==> config.mk <==
export PLATFORM = sky130hd
export DESIGN_NAME = stepper_seq_ctrl
export DESIGN_NICKNAME = d
export VERILOG_FILES = /design/src/rtl/stepper_pkg.sv /design/src/rtl/step_rate_divider.sv /design/src/rtl/stepper_seq_ctrl.sv
export SDC_FILE = /design/constraint.sdc
export NUM_CORES = 1
export LEC_CHECK = 0
export BUFFER_PORTS_ARGS = -buffer_cell sky130_fd_sc_hd__buf_4
export CORE_MARGIN = 5
export CORE_UTILIZATION = 45
export CTS_BUF_LIST = sky130_fd_sc_hd__clkbuf_8
export DETAILED_ROUTE_END_ITERATION = 10
export PLACE_DENSITY_LB_ADDON = 0.12
export REMOVE_ABC_BUFFERS = 1
export SKIP_LAST_GASP = 1
export SLEW_MARGIN = 25
export SYNTH_ARGS = -nofsm -noshare
export SYNTH_HDL_FRONTEND = slang
export SYNTH_SLANG_ARGS = --single-unit
==> constraint.sdc <==
create_clock -name clk -period 7.31 [get_ports clk]
set_clock_uncertainty 0.05 [all_clocks]
set_input_delay 0.731 -clock clk [delete_from_list [all_inputs] [get_ports clk]]
set_output_delay 0.731 -clock clk [all_outputs]
set_load 0.005 [all_outputs]
==> src/rtl/stepper_pkg.sv <==
// Shared definitions for the stepper sequencer: coil patterns, drive-mode
// encodings and FSM state encoding.
package stepper_pkg;

  typedef enum logic [1:0] {
    ST_IDLE = 2'd0,
    ST_RUN  = 2'd1,
    ST_DONE = 2'd2
  } state_t;

  localparam logic [1:0] MODE_WAVE = 2'b00;
  localparam logic [1:0] MODE_TWO  = 2'b01;

  // Coil bit order is {A,C,B,D}
  localparam logic [3:0] COIL_A  = 4'b1000;
  localparam logic [3:0] COIL_AB = 4'b1010;
  localparam logic [3:0] COIL_B  = 4'b0010;
  localparam logic [3:0] COIL_BC = 4'b0110;
  localparam logic [3:0] COIL_C  = 4'b0100;
  localparam logic [3:0] COIL_CD = 4'b0101;
  localparam logic [3:0] COIL_D  = 4'b0001;
  localparam logic [3:0] COIL_DA = 4'b1001;

  function automatic logic [3:0] coil_pattern(input logic [2:0] idx);
    logic [3:0] pat;
    case (idx)
      3'd0:    pat = COIL_A;
      3'd1:    pat = COIL_AB;
      3'd2:    pat = COIL_B;
      3'd3:    pat = COIL_BC;
      3'd4:    pat = COIL_C;
      3'd5:    pat = COIL_CD;
      3'd6:    pat = COIL_D;
      default: pat = COIL_DA;
    endcase
    return pat;
  endfunction

endpackage

==> src/rtl/step_rate_divider.sv <==
// Step rate divider: latches the step period on load and emits a tick
// every period cycles while enabled (period 0 behaves as 1).
module step_rate_divider
  import stepper_pkg::*;
#(
  parameter int DIV_W = 24
) (
  input  logic             clk,
  input  logic             rst,
  input  logic             load,
  input  logic             en,
  input  logic [DIV_W-1:0] period,
  output logic             tick
);

  logic [DIV_W-1:0] reload;
  logic [DIV_W-1:0] count;
  logic [DIV_W-1:0] load_val;

  assign load_val = (period == '0) ? '0 : period - DIV_W'(1);

  always_ff @(posedge clk or negedge rst) begin
    if (!rst) begin
      reload <= '0;
      count  <= '0;
    end else if (load) begin
      reload <= load_val;
      count  <= load_val;
    end else if (en) begin
      count <= (count == '0) ? reload : count - DIV_W'(1);
    end
  end

  assign tick = en && (count == '0);

endmodule

==> src/rtl/stepper_seq_ctrl.sv <==
// 4-coil stepper sequencer: accepts move commands, steps the coil phase index
// at the programmed rate and tracks absolute position in half-step units.
// Optional feature: define IDLE_RELEASE_EN to de-energise coils after
// HOLD_CYCLES consecutive idle cycles.
//
// state   | meaning
// ST_IDLE | waiting for a command, cmd_ready high
// ST_RUN  | stepping; divider running
// ST_DONE | one-cycle done pulse after a completed move
module stepper_seq_ctrl
  import stepper_pkg::*;
#(
  parameter int STEP_W      = 16,
  parameter int DIV_W       = 24,
  parameter int POS_W       = 32,
  parameter int HOLD_CYCLES = 1000000
) (
  input  logic                    clk,
  input  logic                    rst,
  input  logic                    cmd_valid,
  output logic                    cmd_ready,
  input  logic                    cmd_dir,
  input  logic [1:0]              cmd_mode,
  input  logic [STEP_W-1:0]       cmd_steps,
  input  logic [DIV_W-1:0]        cmd_period,
  input  logic                    abort,
  output logic [3:0]              coils,
  output logic                    step_pulse,
  output logic                    busy,
  output logic                    done,
  output logic                    aborted,
  output logic signed [POS_W-1:0] position
);

`ifdef IDLE_RELEASE_EN
  localparam bit RELEASE_EN = 1'b1;
`else
  localparam bit RELEASE_EN = 1'b0;
`endif
  localparam int HOLD_W = $clog2(HOLD_CYCLES + 2);

  state_t                    state, state_nx;
  logic [2:0]                idx, idx_nx, delta;
  logic signed [POS_W-1:0]   pos;
  logic [STEP_W-1:0]         remaining;
  logic                      dir_q;
  logic [1:0]                mode_q;
  logic                      accept, tick, step, pulse_q, double_step;
  logic [HOLD_W-1:0]         idle_cnt;
  logic                      released;

  step_rate_divider #(.DIV_W(DIV_W)) u_div (
    .clk    (clk),
    .rst    (rst),
    .load   (accept),
    .en     (state == ST_RUN),
    .period (cmd_period),
    .tick   (tick)
  );

  always_comb begin
    accept      = (state == ST_IDLE) && cmd_valid;
    step        = (state == ST_RUN) && tick && !abort;
    double_step = 1'b0;
    // Wave sits on even indices, two-coil on odd; off-parity steps realign by one
    if (mode_q == MODE_WAVE)
      double_step = !idx[0];
    else if (mode_q == MODE_TWO)
      double_step = idx[0];
    delta  = double_step ? 3'd2 : 3'd1;
    idx_nx = dir_q ? idx + delta : idx - delta;

    state_nx = state;
    case (state)
      ST_IDLE: if (cmd_valid) state_nx = (cmd_steps == '0) ? ST_DONE : ST_RUN;
      ST_RUN: begin
        if (abort)
          state_nx = ST_IDLE;
        else if (step && remaining == STEP_W'(1))
          state_nx = ST_DONE;
      end
      ST_DONE: state_nx = ST_IDLE;
      default: state_nx = ST_IDLE;
    endcase
  end

  always_ff @(posedge clk or negedge rst) begin
    if (!rst) begin
      state     <= ST_IDLE;
      idx       <= '0;
      pos       <= '0;
      remaining <= '0;
      dir_q     <= 1'b0;
      mode_q    <= MODE_WAVE;
      pulse_q   <= 1'b0;
    end else begin
      state   <= state_nx;
      pulse_q <= step;
      if (accept) begin
        dir_q     <= cmd_dir;
        mode_q    <= cmd_mode;
        remaining <= cmd_steps;
      end
      if (step) begin
        idx       <= idx_nx;
        pos       <= dir_q ? pos + POS_W'(delta) : pos - POS_W'(delta);
        remaining <= remaining - STEP_W'(1);
      end
    end
  end

  // Cleared on accept so the coils re-energise as cmd_ready drops
  always_ff @(posedge clk or negedge rst) begin
    if (!rst)
      idle_cnt <= '0;
    else if (state != ST_IDLE || accept)
      idle_cnt <= '0;
    else if (idle_cnt != HOLD_W'(HOLD_CYCLES))
      idle_cnt <= idle_cnt + HOLD_W'(1);
  end

  assign released   = RELEASE_EN && (idle_cnt == HOLD_W'(HOLD_CYCLES));
  assign coils      = released ? 4'b0000 : coil_pattern(idx);
  assign cmd_ready  = (state == ST_IDLE);
  assign busy       = (state == ST_RUN) || (state == ST_DONE);
  assign done       = (state == ST_DONE);
  assign aborted    = (state == ST_RUN) && abort;
  assign step_pulse = pulse_q;
  assign position   = pos;

endmodule

==> metrics <==
status completed; hold buffer count at cts 0; post-CTS setup buffer count 0; pwr/cell area 302 nW/um^2; ys async rst share 1.00; share of cells above drive strength 1 0.128; worst reg-to-reg path cell count 11; CP max stage delay 0.59 ns; Worst Max-Slew Pin Slew 0.801 ns; WP data required 7.49 ns; mux contribution to synthesized area 0.0165; CTS tree yes; Main synth FF type dfrtp_1; kind of cell with the highest combined delay on the critical path compound AO/OA/AOI/OAI gates; post-route core utilization 0.525; CP Launch Type flop; via count 6,383; io pins 88; Critical Path End position[25]; Post-synth EDFFs 0; GRT Total Usage 0.194; Synthesis Warnings 0; vias in the first global route 6,019; Bufs on Longest Clock Path 2; sequential share of the synthesized area 0.361; RR Startpoint dir_q; DRT Wirelength 17,700 microns; FF-to-FF setup slack 3.41 ns; First-pass DRT Iterations 5; fin crit share 0.533; Syn Inst Count 863; Final setup viols 0; CTS Root Cell clkbuf_8; Final Critical Period 3.90 ns; Routed Antenna Nets 0; wire length of the first global-routing pass 29,800 microns; post-CTS resize count 0; r2r endpoint position[25]; CP Cell Sequence inv_1 > buf_4 > ha_1 > a21oi_1 > o21ai_0 > a311oi_1 > a21oi_1 > a221oi_1 > o21ai_0 > xnor2_1 > o21ai_0; 1st-iter DRT viols 372; maxcap violations 0; Synth Area in Simple Gates 0.190; largest net degree at the start of global routing 83; Critical Path Stages 11; FP Rows 46; post-synthesis adder-cell area fraction 0.0725; PortBufs 87; XOR/XNOR Fraction of Synth Area 0.0770; crit path kind flop to flop; Core Area 15,900 sq um; Mean Syn Cell Area 8.43 sq um; post-synthesis cell type count 60; fmax 0.257 GHz; Worst Hold Class input port to asynchronous set/reset pin; TNS Setup 0 ns; Slew Limit Headroom 0.466; Power, Total 2520 uW; Die W 137 microns; Critical Path End Type flop; initial core utilization 0.458; Worst Setup SP dir_q; clock transition at the registers of the reported paths 0.11 ns; crit path buf inv count 2; global route overflow 0; Max Transition Viols Final 0; post-synthesis compound-gate area fraction 0.246; Critical Path Most Common Cell o21ai_0; final net count 1,019; DR vias/cell 5.55; # DRC 0; P_leak 0.00386 uW; initial antenna violation count 0; crit path max fanout 20; largest family of logic cells by synthesized area compound AO/OA/AOI/OAI gates; die height 137 microns; worst vdd ir 0.000122 V; post-synthesis cell area 7280 sq um; Crit-path slowest cell a221oi_1; detailed placement HPWL 12,700 microns; diodes inserted 0; Sinks on Clock Net 105; wire per inst 15.4 microns; Worst Path Arrival 4.07 ns; CTS Buf Count 9; post-synthesis register bit count 105; overall die area 18,800 sq um; Final Hold Viols 0; Area growth syn-to-layout 14.6%; H-Tree Level Count 3; Clock Latency Late Sink 0.39 ns; RSZ-0062 raised after global routing false; routability-driven placement congestion ratio 0.830
==> where the power goes <==
part	internal [uW]	switching [uW]	leakage (uW)	total, uW
Clock	211	211	0.000112	421
Combinational	501	652	0.00243	1150
Sequential	772	175	0.00132	947
Total	1480	1040	0.00386	2520
==> metal layers <==
metal | track usage | share of wire | vias to the layer above
met5 | 0 | 0 | -
li1 | - | - | 3272
met1 | 0.279 | 0.49 | 2950
met3 | 0.0292 | 0.047 | 17
met4 | 0.0510 | 0.012 | 0
met2 | 0.308 | 0.45 | 144
==> sequential cells by signal, indices dropped and copies added (netlist names) <==
register	flops
state	2
mode_q	2
position	32
dir_q	1
step_pulse	1
remaining	16
u_div.reload	24
u_div.count	24
idx	3
==> worst min-delay path by stage <==
stage / from / endpoint / slack, ns
global placement: u_div.reload[1] / u_div.reload[1] / 0.41
CTS: rst / remaining[6] / 0.27
global route: rst / remaining[8] / 0.30
detailed placement: u_div.reload[1] / u_div.reload[1] / 0.41
finish: rst / remaining[6] / 0.27
floorplan: remaining[9] / remaining[9] / 0.38
==> layout by cell type, fill, tap and decap left out, types with 5 or more instances in the layout <==
cell,instances
ha_1,39
o211ai_1,5
nor2_1,70
xnor2_1,35
a211oi_1,13
dfrtp_1,105
and3_1,5
buf_4,96
o22ai_1,5
nand2_1,104
o21bai_1,6
nand4_1,11
a21oi_1,71
nand3_1,16
inv_1,27
or4_1,8
nor3_1,25
a21o_1,35
o22a_1,18
nor4_1,14
o21a_1,7
o31ai_1,6
o21ai_0,83
mux2i_1,12
xor2_1,29
clkbuf_8,11
and2_1,8
or3_1,11
==> metrics by stage <==
step	area, sq um	cells	hold slack, ns	worst slack, ns
after floorplan	7110	823	0.384	2.83
after global placement	8100	1135	0.407	3.00
after detailed placement	8110	1136	0.411	3.15
after CTS	8340	1151	0.271	3.43
after global routing	8340	1151	0.298	3.07
final	8340	1151	0.266	3.41
==> area by class of cell <==
class                           instances  area [sq um]
Fill cell                            1562          7540
Multi-Input combinational cell        691          4380
Sequential cell                       105          2630
Timing Repair Buffer                   97           732
Tap cell                              216           270
Clock buffer                           11           151
Inverter                               27           101
Clock inverter                          4          76.3
==> synthesized netlist by cell type, drive strengths merged, types with 4 or more instances <==
cell type / n / area [sq um]
dfrtp: 105 / 2630
nand2: 104 / 390
o21ai: 83 / 415
a21oi: 71 / 355
nor2: 70 / 263
ha: 39 / 488
a21o: 35 / 263
xnor2: 35 / 307
clkbuf: 30 / 113
xor2: 29 / 254
inv: 27 / 101
nor3: 26 / 135
o22a: 18 / 158
nand3: 16 / 80.1
nor4: 14 / 87.6
a211oi: 13 / 97.6
mux2i: 12 / 120
or3: 12 / 80.1
nand4: 11 / 68.8
buf: 10 / 53.8
or4: 9 / 71.3
and2: 8 / 50.1
o21a: 7 / 52.6
o31ai: 7 / 66.3
o21bai: 6 / 45.0
and3: 5 / 31.3
o211ai: 5 / 37.5
o22ai: 5 / 31.3
a21boi: 4 / 30.0
a31oi: 4 / 25.0
nand2b: 4 / 25.0
==> cell families after synthesis <==
logic type	after synthesis
AOI/OAI and AO/OA	282
buffers and inverters	67
adders and majority gates	41
xor gates and xnor gates	64
muxes	12
DFF	105
and+or+nand+nor	292
No activity file was read; power rests on OpenSTA's default activity.
